**config.mk**
```make
export PLATFORM = sky130hd
export DESIGN_NAME = ro_scan_ctrl
export DESIGN_NICKNAME = d
export VERILOG_FILES = /design/src/rtl/ro_scan_ctrl.sv
export SDC_FILE = /design/constraint.sdc
export NUM_CORES = 1
export LEC_CHECK = 0
export ABC_AREA = 0
export ABC_CLOCK_PERIOD_IN_PS = 3600
export CAP_MARGIN = 20
export CELL_PAD_IN_SITES_DETAIL_PLACEMENT = 1
export CELL_PAD_IN_SITES_GLOBAL_PLACEMENT = 2
export CORE_ASPECT_RATIO = 0.8
export CORE_MARGIN = 3
export CORE_UTILIZATION = 32
export CTS_BUF_LIST = sky130_fd_sc_hd__clkbuf_4 sky130_fd_sc_hd__clkbuf_8
export CTS_CLUSTER_SIZE = 8
export DETAILED_ROUTE_END_ITERATION = 10
export PLACE_DENSITY_LB_ADDON = 0.1
export SLEW_MARGIN = 30
export SYNTH_ARGS = -nofsm -noshare
export SYNTH_HDL_FRONTEND = slang
export SYNTH_SLANG_ARGS = --single-unit
export TNS_END_PERCENT = 5
```
**constraint.sdc**
```tcl
create_clock -name clk -period 3.6 [get_ports clk]
set_input_delay 0.72 -clock clk [delete_from_list [all_inputs] [get_ports clk]]
set_output_delay 0.72 -clock clk [all_outputs]
set_load 0.005 [all_outputs]
```
**src/rtl/ro_scan_ctrl.sv**
```systemverilog
`default_nettype none
// ============================================================================
//  Module   : ro_scan_ctrl
//  Purpose  : Measurement scheduler that time-shares one counting circuit
//             among NUM_RO ring oscillators. For each oscillator in turn it
//             holds the counter clear while the oscillator settles, opens a
//             fixed counting window, waits for the count to become stable,
//             then captures the 8-bit count tagged with the oscillator index.
//             Supports one-shot and continuous sweeps, and abort.
//  Options  : RO_PUF_BIT_EN - adds puf_bit/puf_valid outputs that compare
//             each even/odd oscillator pair (count(k-1) > count(k)).
//  Revision : 1.0 - initial release
// ============================================================================
module ro_scan_ctrl #(
  parameter int NUM_RO  = 4,
  parameter int IDX_W   = 2,
  parameter int SETTLE  = 8,
  parameter int WINDOW  = 64,
  parameter int CNT_LAT = 2
) (
  input  logic              clk,
  input  logic              rst_n,
  input  logic              start,
  input  logic              cont_mode,
  input  logic              abort,
  input  logic [7:0]        count_in,
  output logic [NUM_RO-1:0] ro_en,
  output logic [IDX_W-1:0]  ro_sel,
  output logic              cnt_clr,
  output logic              cnt_gate,
  output logic [7:0]        result,
  output logic [IDX_W-1:0]  result_id,
  output logic              result_valid,
  output logic              sweep_done,
  output logic              busy
`ifdef RO_PUF_BIT_EN
  ,
  output logic              puf_bit,
  output logic              puf_valid
`endif
);

  // Phase counter must hold the longest of the three timed phases minus one.
  localparam int C_MAX_A   = (SETTLE > WINDOW) ? SETTLE : WINDOW;
  localparam int C_MAX_P   = (C_MAX_A > CNT_LAT) ? C_MAX_A : CNT_LAT;
  localparam int C_CNT_W   = $clog2(C_MAX_P + 1);

  localparam logic [C_CNT_W-1:0] C_SETTLE_LAST = C_CNT_W'(SETTLE - 1);
  localparam logic [C_CNT_W-1:0] C_WINDOW_LAST = C_CNT_W'(WINDOW - 1);
  localparam logic [C_CNT_W-1:0] C_LAT_LAST    = C_CNT_W'(CNT_LAT - 1);
  localparam logic [IDX_W-1:0]   C_IDX_LAST    = IDX_W'(NUM_RO - 1);

  localparam logic [2:0] C_ST_IDLE    = 3'd0;
  localparam logic [2:0] C_ST_SETTLE  = 3'd1;
  localparam logic [2:0] C_ST_COUNT   = 3'd2;
  localparam logic [2:0] C_ST_WAIT    = 3'd3;
  localparam logic [2:0] C_ST_CAPTURE = 3'd4;

  logic [2:0]         state_q, state_d;
  logic [IDX_W-1:0]   idx_q, idx_d;
  logic [C_CNT_W-1:0] phase_q, phase_d;
  logic [7:0]         result_q, result_d;
  logic [IDX_W-1:0]   result_id_q, result_id_d;
  logic               result_valid_q, result_valid_d;
  logic               sweep_done_q, sweep_done_d;
  logic [NUM_RO-1:0]  ro_en_q, ro_en_d;
  logic               cnt_clr_q, cnt_clr_d;
  logic               cnt_gate_q, cnt_gate_d;
  logic               busy_q, busy_d;

  // Sequencer: next state, oscillator index, phase counter and capture.
  always_comb begin
    state_d        = state_q;
    idx_d          = idx_q;
    phase_d        = phase_q;
    result_d       = result_q;
    result_id_d    = result_id_q;
    result_valid_d = 1'b0;
    sweep_done_d   = 1'b0;
    if (abort) begin
      // Abort wins over everything and drops any in-flight measurement.
      state_d = C_ST_IDLE;
      idx_d   = '0;
      phase_d = '0;
    end else begin
      case (state_q)
        C_ST_IDLE: begin
          if (start) begin
            state_d = C_ST_SETTLE;
            idx_d   = '0;
            phase_d = '0;
          end
        end
        C_ST_SETTLE: begin
          if (phase_q == C_SETTLE_LAST) begin
            state_d = C_ST_COUNT;
            phase_d = '0;
          end else begin
            phase_d = phase_q + 1'b1;
          end
        end
        C_ST_COUNT: begin
          if (phase_q == C_WINDOW_LAST) begin
            state_d = (CNT_LAT == 0) ? C_ST_CAPTURE : C_ST_WAIT;
            phase_d = '0;
          end else begin
            phase_d = phase_q + 1'b1;
          end
        end
        C_ST_WAIT: begin
          if (phase_q == C_LAT_LAST) begin
            state_d = C_ST_CAPTURE;
            phase_d = '0;
          end else begin
            phase_d = phase_q + 1'b1;
          end
        end
        C_ST_CAPTURE: begin
          result_d       = count_in;
          result_id_d    = idx_q;
          result_valid_d = 1'b1;
          phase_d        = '0;
          if (idx_q == C_IDX_LAST) begin
            sweep_done_d = 1'b1;
            idx_d        = '0;
            state_d      = cont_mode ? C_ST_SETTLE : C_ST_IDLE;
          end else begin
            idx_d   = idx_q + 1'b1;
            state_d = C_ST_SETTLE;
          end
        end
        default: begin
          state_d = C_ST_IDLE;
          idx_d   = '0;
          phase_d = '0;
        end
      endcase
    end
  end

  // Counter-facing outputs follow the next state so they line up with it.
  always_comb begin
    busy_d     = (state_d != C_ST_IDLE);
    cnt_clr_d  = (state_d == C_ST_SETTLE);
    cnt_gate_d = (state_d == C_ST_COUNT);
    ro_en_d    = '0;
    for (int i = 0; i < NUM_RO; i++) begin
      ro_en_d[i] = busy_d && (idx_d == IDX_W'(i));
    end
  end

  // State and output registers with synchronous active-low reset.
  always_ff @(posedge clk) begin
    if (!rst_n) begin
      state_q        <= C_ST_IDLE;
      idx_q          <= '0;
      phase_q        <= '0;
      result_q       <= '0;
      result_id_q    <= '0;
      result_valid_q <= 1'b0;
      sweep_done_q   <= 1'b0;
      ro_en_q        <= '0;
      cnt_clr_q      <= 1'b0;
      cnt_gate_q     <= 1'b0;
      busy_q         <= 1'b0;
    end else begin
      state_q        <= state_d;
      idx_q          <= idx_d;
      phase_q        <= phase_d;
      result_q       <= result_d;
      result_id_q    <= result_id_d;
      result_valid_q <= result_valid_d;
      sweep_done_q   <= sweep_done_d;
      ro_en_q        <= ro_en_d;
      cnt_clr_q      <= cnt_clr_d;
      cnt_gate_q     <= cnt_gate_d;
      busy_q         <= busy_d;
    end
  end

  assign ro_en        = ro_en_q;
  assign ro_sel       = idx_q;
  assign cnt_clr      = cnt_clr_q;
  assign cnt_gate     = cnt_gate_q;
  assign result       = result_q;
  assign result_id    = result_id_q;
  assign result_valid = result_valid_q;
  assign sweep_done   = sweep_done_q;
  assign busy         = busy_q;

`ifdef RO_PUF_BIT_EN
  logic [7:0] even_cnt_q, even_cnt_d;
  logic       even_vld_q, even_vld_d;
  logic       puf_bit_q, puf_bit_d;
  logic       puf_valid_q, puf_valid_d;

  // Pair comparison: keep the even-index count, compare on the odd capture.
  always_comb begin
    even_cnt_d  = even_cnt_q;
    even_vld_d  = even_vld_q;
    puf_bit_d   = puf_bit_q;
    puf_valid_d = 1'b0;
    if (abort) begin
      even_cnt_d = '0;
      even_vld_d = 1'b0;
    end else if (state_q == C_ST_CAPTURE) begin
      if (!idx_q[0]) begin
        even_cnt_d = count_in;
        even_vld_d = 1'b1;
      end else if (even_vld_q) begin
        puf_bit_d   = (even_cnt_q > count_in);
        puf_valid_d = 1'b1;
        even_vld_d  = 1'b0;
      end
    end
  end

  // Pair-comparison registers.
  always_ff @(posedge clk) begin
    if (!rst_n) begin
      even_cnt_q  <= '0;
      even_vld_q  <= 1'b0;
      puf_bit_q   <= 1'b0;
      puf_valid_q <= 1'b0;
    end else begin
      even_cnt_q  <= even_cnt_d;
      even_vld_q  <= even_vld_d;
      puf_bit_q   <= puf_bit_d;
      puf_valid_q <= puf_valid_d;
    end
  end

  assign puf_bit   = puf_bit_q;
  assign puf_valid = puf_valid_q;
`else
  // Pair comparison not built: no extra state or outputs.
`endif

endmodule
`default_nettype wire
```
After elaboration in Yosys (flattened, before gate mapping)
Cells that the tools add are included.
{"block": "word_totals", "register_bits": 31, "latch_bits": 0, "mem_bits_rw": 0, "mem_bits_ro": 0, "inputBits": 13, "out_inout_bits": 21, "wordCells": 60, "n_memories": 0}
{"block": "classes", "n_addsub": 2, "multipliers": 0, "div": 0, "magnitude_cmp": 0, "eq_ne": 14, "shifts": 0, "mux": 19, "n_bitwise": 3, "n_reduce_logical": 11}
{"op": "two-way mux 7 bit", "count": 4}
{"op": "one-hot mux 7 bit (4 select lines)", "count": 1}
{"op": "two-way mux 3 bit", "count": 5}
{"op": "one-hot mux 3 bit (5 select lines)", "count": 1}
{"op": "== test 3 x 2 -> 1 bit, second input constant", "count": 3}
{"op": "adder 7 x 1 -> 7 bit, second input constant", "count": 1}
{"op": "== test 7 x 1 -> 1 bit, second input constant", "count": 1}
{"op": "== test 7 x 3 -> 1 bit, second input constant", "count": 1}
{"op": "== test 7 x 6 -> 1 bit, second input constant", "count": 1}
{"op": "== test 2 bit, second input constant", "count": 3}
{"op": "== test 3 x 1 -> 1 bit, second input constant", "count": 2}
{"op": "two-way mux 2 bit", "count": 3}
{"op": "one-hot mux 2 bit (3 select lines)", "count": 1}
{"op": "OR reduction 3 bit", "count": 2}
{"op": "logical AND 1 bit", "count": 4}
{"op": "two-way mux 1 bit", "count": 4}
{"op": "== test 3 bit, second input constant", "count": 1}
{"op": "zero test 3 bit", "count": 1}
{"op": "NOT 1 bit", "count": 3}
{"op": "nonzero test 3 bit", "count": 1}
{"op": "adder 2 x 1 -> 2 bit, second input constant", "count": 1}
{"op": "== test 2 x 1 -> 1 bit, second input constant", "count": 1}
{"op": "zero test 2 bit", "count": 1}
{"op": "inequality test 2 bit, second input constant", "count": 1}
{"op": "other kinds (2)", "count": 2}

Logic depth before layout (Yosys ltp)
Gate-level depths: netlist of run 1.
{"block": "logic_depth", "depth_word": 6, "depth_mapped": 8, "ltp_nobuf": 8}

Least setup slack after synthesis of run 1
No wires, ideal clock.
{"block": "synth_timing", "kind": "input to register", "from": "input port abort", "to": "register phase_q[5]", "setup_time_ns": 0.057, "t_arrival_ns": 1.889, "required_time_ns": 3.543, "path_slack_ns": 1.654, "cell_stages": 6, "n_path_buf": 1, "cell_sequence": "buf_4 -> nand2b_1 -> a2111oi_2 -> o21ba_2 -> nor4_1 -> a21o_1"}
{"block": "synth_via", "elab_chain_cells": 1}
{"item": "from (decl)", "line_no": "25", "text": "input logic abort,"}
{"item": "OR reduction 2 bit (no source line)"}
{"item": "to (signal assigned)", "line_no": "169", "text": "phase_q <= phase_d;"}
{"item": "to (decl)", "line_no": "61", "text": "logic [C_CNT_W-1:0] phase_q, phase_d;"}
No other way between the ends.
A chain may end at the register's enable or synchronous reset.

Worst setup path in the final report of run 1
Ends and elaborated chain as after synthesis.

==> results of run 1 <==
[layout by cell type (no fill, tap or decap), types with 2 or more instances in the layout]
cell / count
nand2b_1: 2
a21boi_1: 4
nand3_1: 5
or2_1: 2
and3_1: 2
dfxtp_1: 31
ha_1: 3
nor2b_1: 3
nor4_1: 4
and2_1: 3
clkdlybuf4s50_1: 33
nor3_1: 4
a21boi_0: 6
a21oi_1: 7
nor2_1: 16
inv_1: 2
nand2_1: 31
nor3b_2: 2
a32oi_1: 2
nand3b_1: 3
a211oi_1: 2
o22a_1: 2
clkbuf_8: 6
[final timing paths]
check,endpoint,from
hold / removal,result_id[0],result_id[0]
setup reg to reg,phase_q[5],phase_q[0]
setup / recovery,phase_q[5],abort
hold reg to reg,result_id[0],result_id[0]
[cell families (layout without fill, tap and decap cells)]
group | count (synthesis) | after routing | synth area share (%)
flip-flops | 31 | 31 | 42.6
buffers and inverters | 11 | 45 | 3.43
adder cells (fa/ha/maj) | 3 | 3 | 2.58
AO/OA/AOI/OAI | 37 | 37 | 21.1
AND/OR/NAND/NOR | 84 | 84 | 30.3
[sequential cells by signal, summed over array words and instances (netlist names)]
name,count
busy,1
cnt_clr,1
cnt_gate,1
phase_q,7
result,8
result_id,2
result_valid,1
ro_en,4
ro_sel,2
state_q,3
sweep_done,1
[worst max-delay path: stages]
cell and delay, ns:
clkdlybuf4s50_1 0.57, nand2b_1 0.30, a2111oi_2 0.33, o21ba_2 0.24
nor4_1 0.24, a21o_1 0.11
[metrics by stage]
stage	utilization, %	power, mW	std cells	setup WS, ns	hold slack, ns
after floorplan	-	0.387	166	1.65	0.451
after CTS	45.4	0.767	257	1.32	0.462
final	45.4	0.758	257	1.33	0.457
after global placement	42.7	0.412	249	1.09	0.440
after global routing	45.4	0.786	257	1.14	0.481
after detailed placement	42.7	0.413	249	1.03	0.453
[metal layers]
layer	share of wire, %	vias up	global-route usage [%]
li1	-	650	-
met1	53	607	21.4
met2	41	27	21.7
met3	5.4	5	4.50
met4	1.1	0	5.70
met5	0	-	0
[cell type report]
class                   count  area, um^2  area share, %
inverters                   3        11.3          0.579
repair buffers             34         338           17.4
flip-flops and latches     31         621           31.9
clock buffers               6        82.6           4.24
clock inverters             2        35.0           1.80
well taps                  57        71.3           3.67
multi-input cells         124         787           40.5
[report_power, final]
group	internal, mW	switching (mW)
registers	0.347	0.00590
clock network	0.224	0.129
logic	0.0286	0.0237
==> out/metrics.yaml, run 1 <==
cts:
  cts_buffer_depth: 2
  clk_latency_ns: 0.28
  clk_pin_slew_ns: 0.07
  cts_buffers: 5
  cts_hold_buf: 0
  clock_sinks: 31
  postCtsSetupRepairBufs: 0
  cts_resized: 0
  tritoncts: "done"
  cts_root_buffer: "clkbuf_8"
  cts_max_level: 2
min_path:
  min_path_cells: 2
  holdCritPathClass: "reg -> reg"
die:
  initial_utilization_pct: 34.0
  rows: 21
  ioPinCount: 34
  core_um2: 4280
  fp.dieH_um: 66.4
  die_x_um: 81.5
  die-area_um2: 5410
finish:
  fin_area_um2: 1950
  fillers: 514
  nets: 215
  area_delta_synth_final_pct: 33.5
  drive_gt1_share_pct: 11.5
  diodes: 0
worst_setup_path:
  reg2regPathDepth: 6
  crit_type: "in -> reg"
  cp.arrival_ns: 2.50
  cp-start-kind: "input pin"
  end_kind: "flip-flop"
  r2r_slack_ns: 1.67
  worstPathRequired_ns: 3.83
  cp_max_fo: 10
grt:
  grt_pass1_vias: 1303
  antenna_found_initial: 0
  track_usage_pct: 15.3
  grt_pass1_wl_um: 6200
  grt_overflow: 0
  grt_max_degree: 18
logic_synthesis:
  synth_top_area_share_pct: 42.6
  synth_nets: 182
  synth.avg_cell_area_um2: 8.78
  synthArstFlopShare_pct: 0
  synthCells: 166
  ys_ff_latch: 31
  synth_common_cells: "dfxtp_1 (31), nand2_1 (31), nor2_1 (16), a21oi_1 (7), a21boi_0 (6)"
  yosys_most_used_dff: "dfxtp_1"
  yosysTopAreaCell: "dfxtp_1"
  synthesis.area_um2: 1460
  yosys-top-cells-area: "dfxtp_1 (43%), nand2_1 (8.0%), nor2_1 (4.1%)"
  ys_warn_count: 0
  synth_seq_area_share_pct: 42.6
  synthDistinctLibCells: 47
  synth_edf_count: 0
job:
  max-cap-violations: 0
sta:
  finalClockSkew_ns: 0.00353
  tns_ns: 0
  report.final.hold_viol_count: 0
  relSlewSlack_pct: 49.2
  rsz0062_at_grt: "no"
  slew_violations: 0
  clock.fmax_ghz: 0.440
  period_needed_ns: 2.27
  setup_viol: 0
  worst_pin_slew_ns: 0.759
  min_period_over_period_pct: 63.1
route:
  num_vias: 1289
  first_iter_violations: 47
  dr.pass1.iters: 4
  vias_per_cell: 5.02
  drc_errors: 0
  wire_per_inst_um: 14.3
  antenna_left: 0
  wirelength_um: 3680
pwr:
  vdd_ir_drop_max_uv: 215
  leakagePower_nw: 0.681
  power_density_nw_per_um2: 390
placed_design:
  place_area_um2: 1830
  hpwl_um: 2760
  gp_congestion: 0.814
  io_buffers: 33
status:
  outcome: "completed"
Note: power is estimated with default switching activity, not from simulation.
==> run 2: changes to the inputs <==
--- a/config.mk
+++ b/config.mk
@@ -6,13 +6,13 @@
 export NUM_CORES = 1
 export LEC_CHECK = 0
 export ABC_AREA = 0
-export ABC_CLOCK_PERIOD_IN_PS = 3600
+export ABC_CLOCK_PERIOD_IN_PS = 2200
 export CAP_MARGIN = 20
 export CELL_PAD_IN_SITES_DETAIL_PLACEMENT = 1
 export CELL_PAD_IN_SITES_GLOBAL_PLACEMENT = 2
 export CORE_ASPECT_RATIO = 0.8
 export CORE_MARGIN = 3
-export CORE_UTILIZATION = 32
+export CORE_UTILIZATION = 30
 export CTS_BUF_LIST = sky130_fd_sc_hd__clkbuf_4 sky130_fd_sc_hd__clkbuf_8
 export CTS_CLUSTER_SIZE = 8
 export DETAILED_ROUTE_END_ITERATION = 10
==> constraint.sdc (replaced) <==
create_clock -name clk -period 2.2 [get_ports clk]
set_input_delay 0.44 -clock clk [delete_from_list [all_inputs] [get_ports clk]]
set_output_delay 0.44 -clock clk [all_outputs]
set_load 0.005 [all_outputs]
==> run 2 against run 1 <==
Register-to-register slack got worse by 1.4 ns; clock skew barely moved; largest cell class unchanged; highest routed layer unchanged; final cell count rose by 3.1%; sequential share of layout area fell by 0.66 points; count of clock-buffer cells in the layout did not move; die area rose by 6.1%; critical path depth did not move; power rose by 66%; setup slack got worse by 1.1 ns.
==> out/metrics.yaml, run 2 (synthesis gave the netlist of run 1 again) <==
placed_design:
  hpwl_um: 3010  # +8.9%
  io_buffers: 33  # unchanged
  place_area_um2: 1870  # +2.3%
  gp_congestion: 0.786  # -3.5%
sta:
  finalClockSkew_ns: 0.00375  # +0.000211 ns
  rsz0062_at_grt: "no"
  clock.fmax_ghz: 0.509
  report.final.hold_viol_count: 0  # unchanged
  tns_ns: 0  # unchanged
  min_period_over_period_pct: 89.3
  relSlewSlack_pct: 64.8  # +16 points
  worst_pin_slew_ns: 0.527  # -0.232 ns
  holdWs_ns: 0.469  # +0.0116 ns
  slew_violations: 0  # unchanged
  period_needed_ns: 1.96
  setup_viol: 0  # unchanged
finish:
  postLayoutCoreUtil_pct: 43.0  # -2.5 points
  fin_area_um2: 1990  # +2.1%
  largest_reg_flops: 8  # unchanged
  drive_gt1_share_pct: 13.7  # +2.2 points
  nets: 220  # +2.3%
  final_cell_mix: "clkdlybuf4s50_1 (33), nand2_1 (31), dfxtp_1 (31), nor2_1 (16), a21oi_1 (7)"
  final_common_cell: "clkdlybuf4s50_1"
  area_delta_synth_final_pct: 36.3
  diodes: 0  # unchanged
cts:
  cts_root_buffer: "clkbuf_8"
  clk_latency_ns: 0.28  # about the same
  cts_hold_buf: 0  # unchanged
  cts_buffer_depth: 2  # unchanged
  postCtsSetupRepairBufs: 0  # unchanged
  tritoncts: "done"
  cts_buffers: 5  # unchanged
  clk_pin_slew_ns: 0.07  # about the same
  cts_resized: 0  # unchanged
  clock_sinks: 31  # unchanged
  cts_max_level: 2  # unchanged
status:
  outcome: "completed"
pwr:
  vdd_ir_drop_max_uv: 416  # +94%
  leakagePower_nw: 0.705  # +3.5%
  power_density_nw_per_um2: 633  # +62%
  total_power_mw: 1.26  # +66%
worst_setup_path:
  cp.arrival_ns: 2.19  # -0.31 ns
  path_cells: "ha_1, and4b_4, a2111oi_2, o21ba_2, nor4_1, a21o_1"
  cp_slowest_stage_delay_ns: 0.35  # -0.22 ns
  worstPathRequired_ns: 2.43  # -1.40 ns
  crit_slowest_cell: "dfxtp_1"
  r2r-end: "phase_q[5]"
  cp-start-kind: "flip-flop"
  reg2reg_from: "phase_q[0]"
  reg2regPathDepth: 6  # unchanged
  end_kind: "flip-flop"
  crit_type: "reg -> reg"
  r2r_slack_ns: 0.24  # -1.43 ns
  cp_max_fo: 7  # -3
route:
  antenna_left: 0  # unchanged
  wire_per_inst_um: 15.0  # +4.9%
  drc_errors: 0  # unchanged
  wirelength_um: 3980  # +8.1%
  num_vias: 1324  # +2.7%
  vias_per_cell: 5.00  # -0.39%
  dr.pass1.iters: 4  # unchanged
  first_iter_violations: 40  # -15%
die:
  ioPinCount: 34  # unchanged
  die_x_um: 83.9  # +3.0%
  core_um2: 4620  # +8.0%
  initial_utilization_pct: 31.5  # -2.5 points
  fp.dieH_um: 68.3  # +3.0%
  die-area_um2: 5740  # +6.1%
  rows: 22  # +4.8%
min_path:
  hp-start: "result[5]"
  hold_path_end: "result[5]"
  holdCritPathClass: "reg -> reg"
  min_path_cells: 2  # unchanged
job:
  max-cap-violations: 0  # unchanged
grt:
  grt_pass1_vias: 1351  # +3.7%
  grt_overflow: 0  # unchanged
  grt_pass1_wl_um: 6530  # +5.2%
  track_usage_pct: 14.6  # -0.62 points
  grt_max_degree: 15  # -3
  antenna_found_initial: 0  # unchanged
## run 2: changes by cell type in the layout (fill, tap and decap cells not counted), sizes merged
cell,before,now
buf,1,6
## run 2: metrics by stage
| step | instances | setup WS (ns) |
|---|---|---|
| 3_3_place_gp | 257 | 0.133 |
| 6_report | 265 | 0.236 |
| 4_1_cts | 265 | 0.211 |
| 5_1_grt | 265 | 0.0566 |
| 3_5_place_dp | 257 | 0.0533 |
| 2_1_floorplan | 166 | 0.467 |
## run 2: worst max path at each step
stage	cells after the start	startpoint	end
after floorplan	6	phase_q[0]	phase_q[5]
after global placement	6	start	ro_en[2]
after detailed placement	6	start	ro_en[2]
after CTS	6	phase_q[0]	phase_q[5]
after global routing	6	phase_q[0]	phase_q[5]
final	6	phase_q[0]	phase_q[5]
## run 2: cell type report
cell class              instances  area [um^2]
fillers                       552         2640
clock buffers                   6         82.6
inverters                       3         11.3
repair buffers                 39          375
multi-input cells             124          787
flip-flops and latches         31          621
well taps                      60         75.1
clock inverters                 2         35.0
## run 2: critical path, delay by kind of cell (launching register included)
kind                       cells  cell delay (ns)
DFF                            1             0.35
and+or+nand+nor                2             0.54
adders and majority gates      1             0.33
AOI/OAI and AO/OA              3             0.68
## run 2: metal layers
metal  global-route usage (%)  part of all wire, %  wire, um
met2                     22.3                   43      1700
met1                     20.1                   52      2080
met4                     4.42                  1.5        60
met3                     4.21                  3.3       131
met5                        0                    0         0
## run 2: report_power, final
group	leakage, nW	internal (mW)	switching (mW)
Clock	0.0612	0.366	0.221
Sequential	0.250	0.568	0.00946
Combinational	0.393	0.0514	0.0409
==> run 3: changes to the inputs <==
--- a/config.mk
+++ b/config.mk
@@ -12,10 +12,11 @@
 export CELL_PAD_IN_SITES_GLOBAL_PLACEMENT = 2
 export CORE_ASPECT_RATIO = 0.8
 export CORE_MARGIN = 3
-export CORE_UTILIZATION = 30
+export CORE_UTILIZATION = 38
 export CTS_BUF_LIST = sky130_fd_sc_hd__clkbuf_4 sky130_fd_sc_hd__clkbuf_8
 export CTS_CLUSTER_SIZE = 8
 export DETAILED_ROUTE_END_ITERATION = 10
+export DONT_BUFFER_PORTS = 1
 export PLACE_DENSITY_LB_ADDON = 0.1
 export SLEW_MARGIN = 30
 export SYNTH_ARGS = -nofsm -noshare
==> run 3 against run 2 <==
Power shrank 16%; final cell count down 21%; via count decreased by 11%; count of clock-buffer cells in the layout fell by 1; die area fell by 19%; highest routed layer unchanged; clock skew grew 0.0021 ns; clock power shrank 28%.
==> out/metrics.yaml, run 3 (synthesis gave the netlist of run 1 again) <==
worst_setup_path:
  cp-start-kind: "flip-flop"
  end_kind: "flip-flop"
  cp_max_fo: 7  # unchanged
  path_cells: "ha_1, and4b_4, a2111oi_2, o21ba_2, nor4_1, a21o_1"
  crit_type: "reg -> reg"
  cp_num_buf_inv: 0  # unchanged
  reg2reg_from: "phase_q[0]"
  crit_slowest_cell: "dfxtp_1"
  critical-path-top-delay-family: "compound AO/OA/AOI/OAI gates"
  reg2regPathDepth: 6  # unchanged
  r2r-end: "phase_q[5]"
  startpoint: "phase_q[0]"
  r2r_slack_ns: 0.31  # +0.08 ns
  cp_slowest_stage_delay_ns: 0.35  # about the same
  worstPathRequired_ns: 2.42  # about the same
  cp.arrival_ns: 2.11  # -0.08 ns
finish:
  fillers: 428  # -22%
  final_cell_mix: "nand2_1 (31), dfxtp_1 (31), nor2_1 (16), a21oi_1 (7), a21boi_0 (6)"
  area_delta_synth_final_pct: 7.21
  fin_area_um2: 1560  # -21%
  multi_input_area_um2: 787  # unchanged
  seq_area_um2: 621  # unchanged
  nets: 182  # -17%
  drive_gt1_share_pct: 13.8  # +0.11 points
  stdcell_count: 209  # -21%
  largest_reg_flops: 8  # unchanged
  postLayoutCoreUtil_pct: 43.8  # +0.86 points
  diodes: 0  # unchanged
sta:
  slew_violations: 0  # unchanged
  report.final.hold_viol_count: 0  # unchanged
  relSlewSlack_pct: 68.7  # +3.8 points
  period_needed_ns: 1.89  # -0.0753 ns
  tns_ns: 0  # unchanged
  rsz0062_at_grt: "no"
  worst_pin_slew_ns: 0.469  # -0.0573 ns
  finalClockSkew_ns: 0.00581  # +0.00207 ns
  setup_viol: 0  # unchanged
  min_period_over_period_pct: 85.9  # -3.4 points
  clock.fmax_ghz: 0.529  # +4.0%
pwr:
  leakagePower_nw: 0.549  # -22%
  vdd_ir_drop_max_uv: 343  # -18%
  power_density_nw_per_um2: 672  # +6.2%
status:
  outcome: "completed"
die:
  die-area_um2: 4620  # -19%
  core_um2: 3570  # -23%
  fp.dieH_um: 61.4  # -10%
  initial_utilization_pct: 40.9  # +9.4 points
  ioPinCount: 34  # unchanged
  rows: 19  # -14%
  die_x_um: 75.2  # -10%
grt:
  grt_max_degree: 18  # +3
  grt_pass1_vias: 1187  # -12%
  antenna_found_initial: 0  # unchanged
  track_usage_pct: 16.5  # +1.9 points
  grt_pass1_wl_um: 5550  # -15%
  grt_overflow: 0  # unchanged
cts:
  clk_pin_slew_ns: 0.07  # about the same
  cts_buffer_depth: 2  # unchanged
  clk_latency_ns: 0.28  # about the same
  cts_hold_buf: 0  # unchanged
  cts_max_level: 2  # unchanged
  cts_resized: 0  # unchanged
  cts_root_buffer: "clkbuf_8"
  clock_sinks: 31  # unchanged
  postCtsSetupRepairBufs: 0  # unchanged
  tritoncts: "done"
  cts_buffers: 5  # unchanged
route:
  vias_per_cell: 5.62  # +12%
  wire_per_inst_um: 16.5  # +9.9%
  dr.pass1.iters: 4  # unchanged
  first_iter_violations: 61  # +53%
  drc_errors: 0  # unchanged
  wirelength_um: 3440  # -13%
  antenna_left: 0  # unchanged
  num_vias: 1174  # -11%
placed_design:
  place_area_um2: 1480  # -21%
  io_buffers: 0  # -100%
  placed_cells: 201  # -22%
  hpwl_um: 2610  # -13%
  gp_congestion: 0.806  # +2.6%
min_path:
  holdCritPathClass: "in -> reg"
  min_path_cells: 1  # -1
  hp-start: "abort"
  hold_path_end: "ro_en[1]"
job:
  max-cap-violations: 0  # unchanged
==> run 3: cell types whose count changed in the layout (fill, tap and decap cells not counted), sizes merged <==
cell           delta
clkdlybuf4s50    -33
clkbuf            -1
bufinv            -1
clkinv            +2
buf               -5
==> run 3: how the worst max path moves through the flow <==
stage,end,slack (ns),depth (start not counted)
5_1_grt,phase_q[5],0.18,6
3_3_place_gp,phase_q[5],0.38,6
2_1_floorplan,phase_q[5],0.47,6
4_1_cts,phase_q[5],0.31,6
6_report,phase_q[5],0.31,6
3_5_place_dp,phase_q[5],0.33,6
==> run 3: worst reg2reg max path, cell delays in order (launching register included) <==
cell       delay [ns]
dfxtp_1          0.35
ha_1             0.31
and4b_4          0.26
a2111oi_2        0.33
o21ba_2          0.24
nor4_1           0.23
a21o_1           0.11
==> run 3: power by group <==
group | leakage, nW | internal [mW] | switching, mW
combinational | 0.251 | 0.0222 | 0.0265
sequential | 0.250 | 0.568 | 0.0100
clock | 0.0477 | 0.216 | 0.207
==> run 3: metrics by stage <==
step / hold slack (ns) / total power [mW] / setup slack, ns
final: 0.237 / 1.05 / 0.311
after global routing: 0.217 / 1.10 / 0.183
after CTS: 0.225 / 1.07 / 0.307
after detailed placement: 0.479 / 0.640 / 0.326
after global placement: 0.463 / 0.638 / 0.380
after floorplan: 0.451 / 0.633 / 0.467
==> run 3: area by class of cell <==
| class | instances | area share, % |
|---|---|---|
| Clock buffer | 5 | 4.40 |
| Clock inverter | 3 | 0.961 |
| Inverter | 3 | 0.721 |
| Multi-Input combinational cell | 124 | 50.4 |
| Sequential cell | 31 | 39.7 |
| Tap cell | 42 | 3.36 |
| Timing Repair Buffer | 1 | 0.480 |
==> run 3: per-layer routing <==
| layer | part of all wire, % | global-route usage [%] | wire length [um] | vias up |
|---|---|---|---|---|
| met2 | 45 | 23.4 | 1540 | 31 |
| met5 | 0 | 0 | 0 | - |
| li1 | - | - | - | 581 |
| met3 | 4.5 | 5.22 | 156 | 4 |
| met1 | 50 | 22.7 | 1720 | 558 |
| met4 | 0.84 | 7.73 | 29 | 0 |
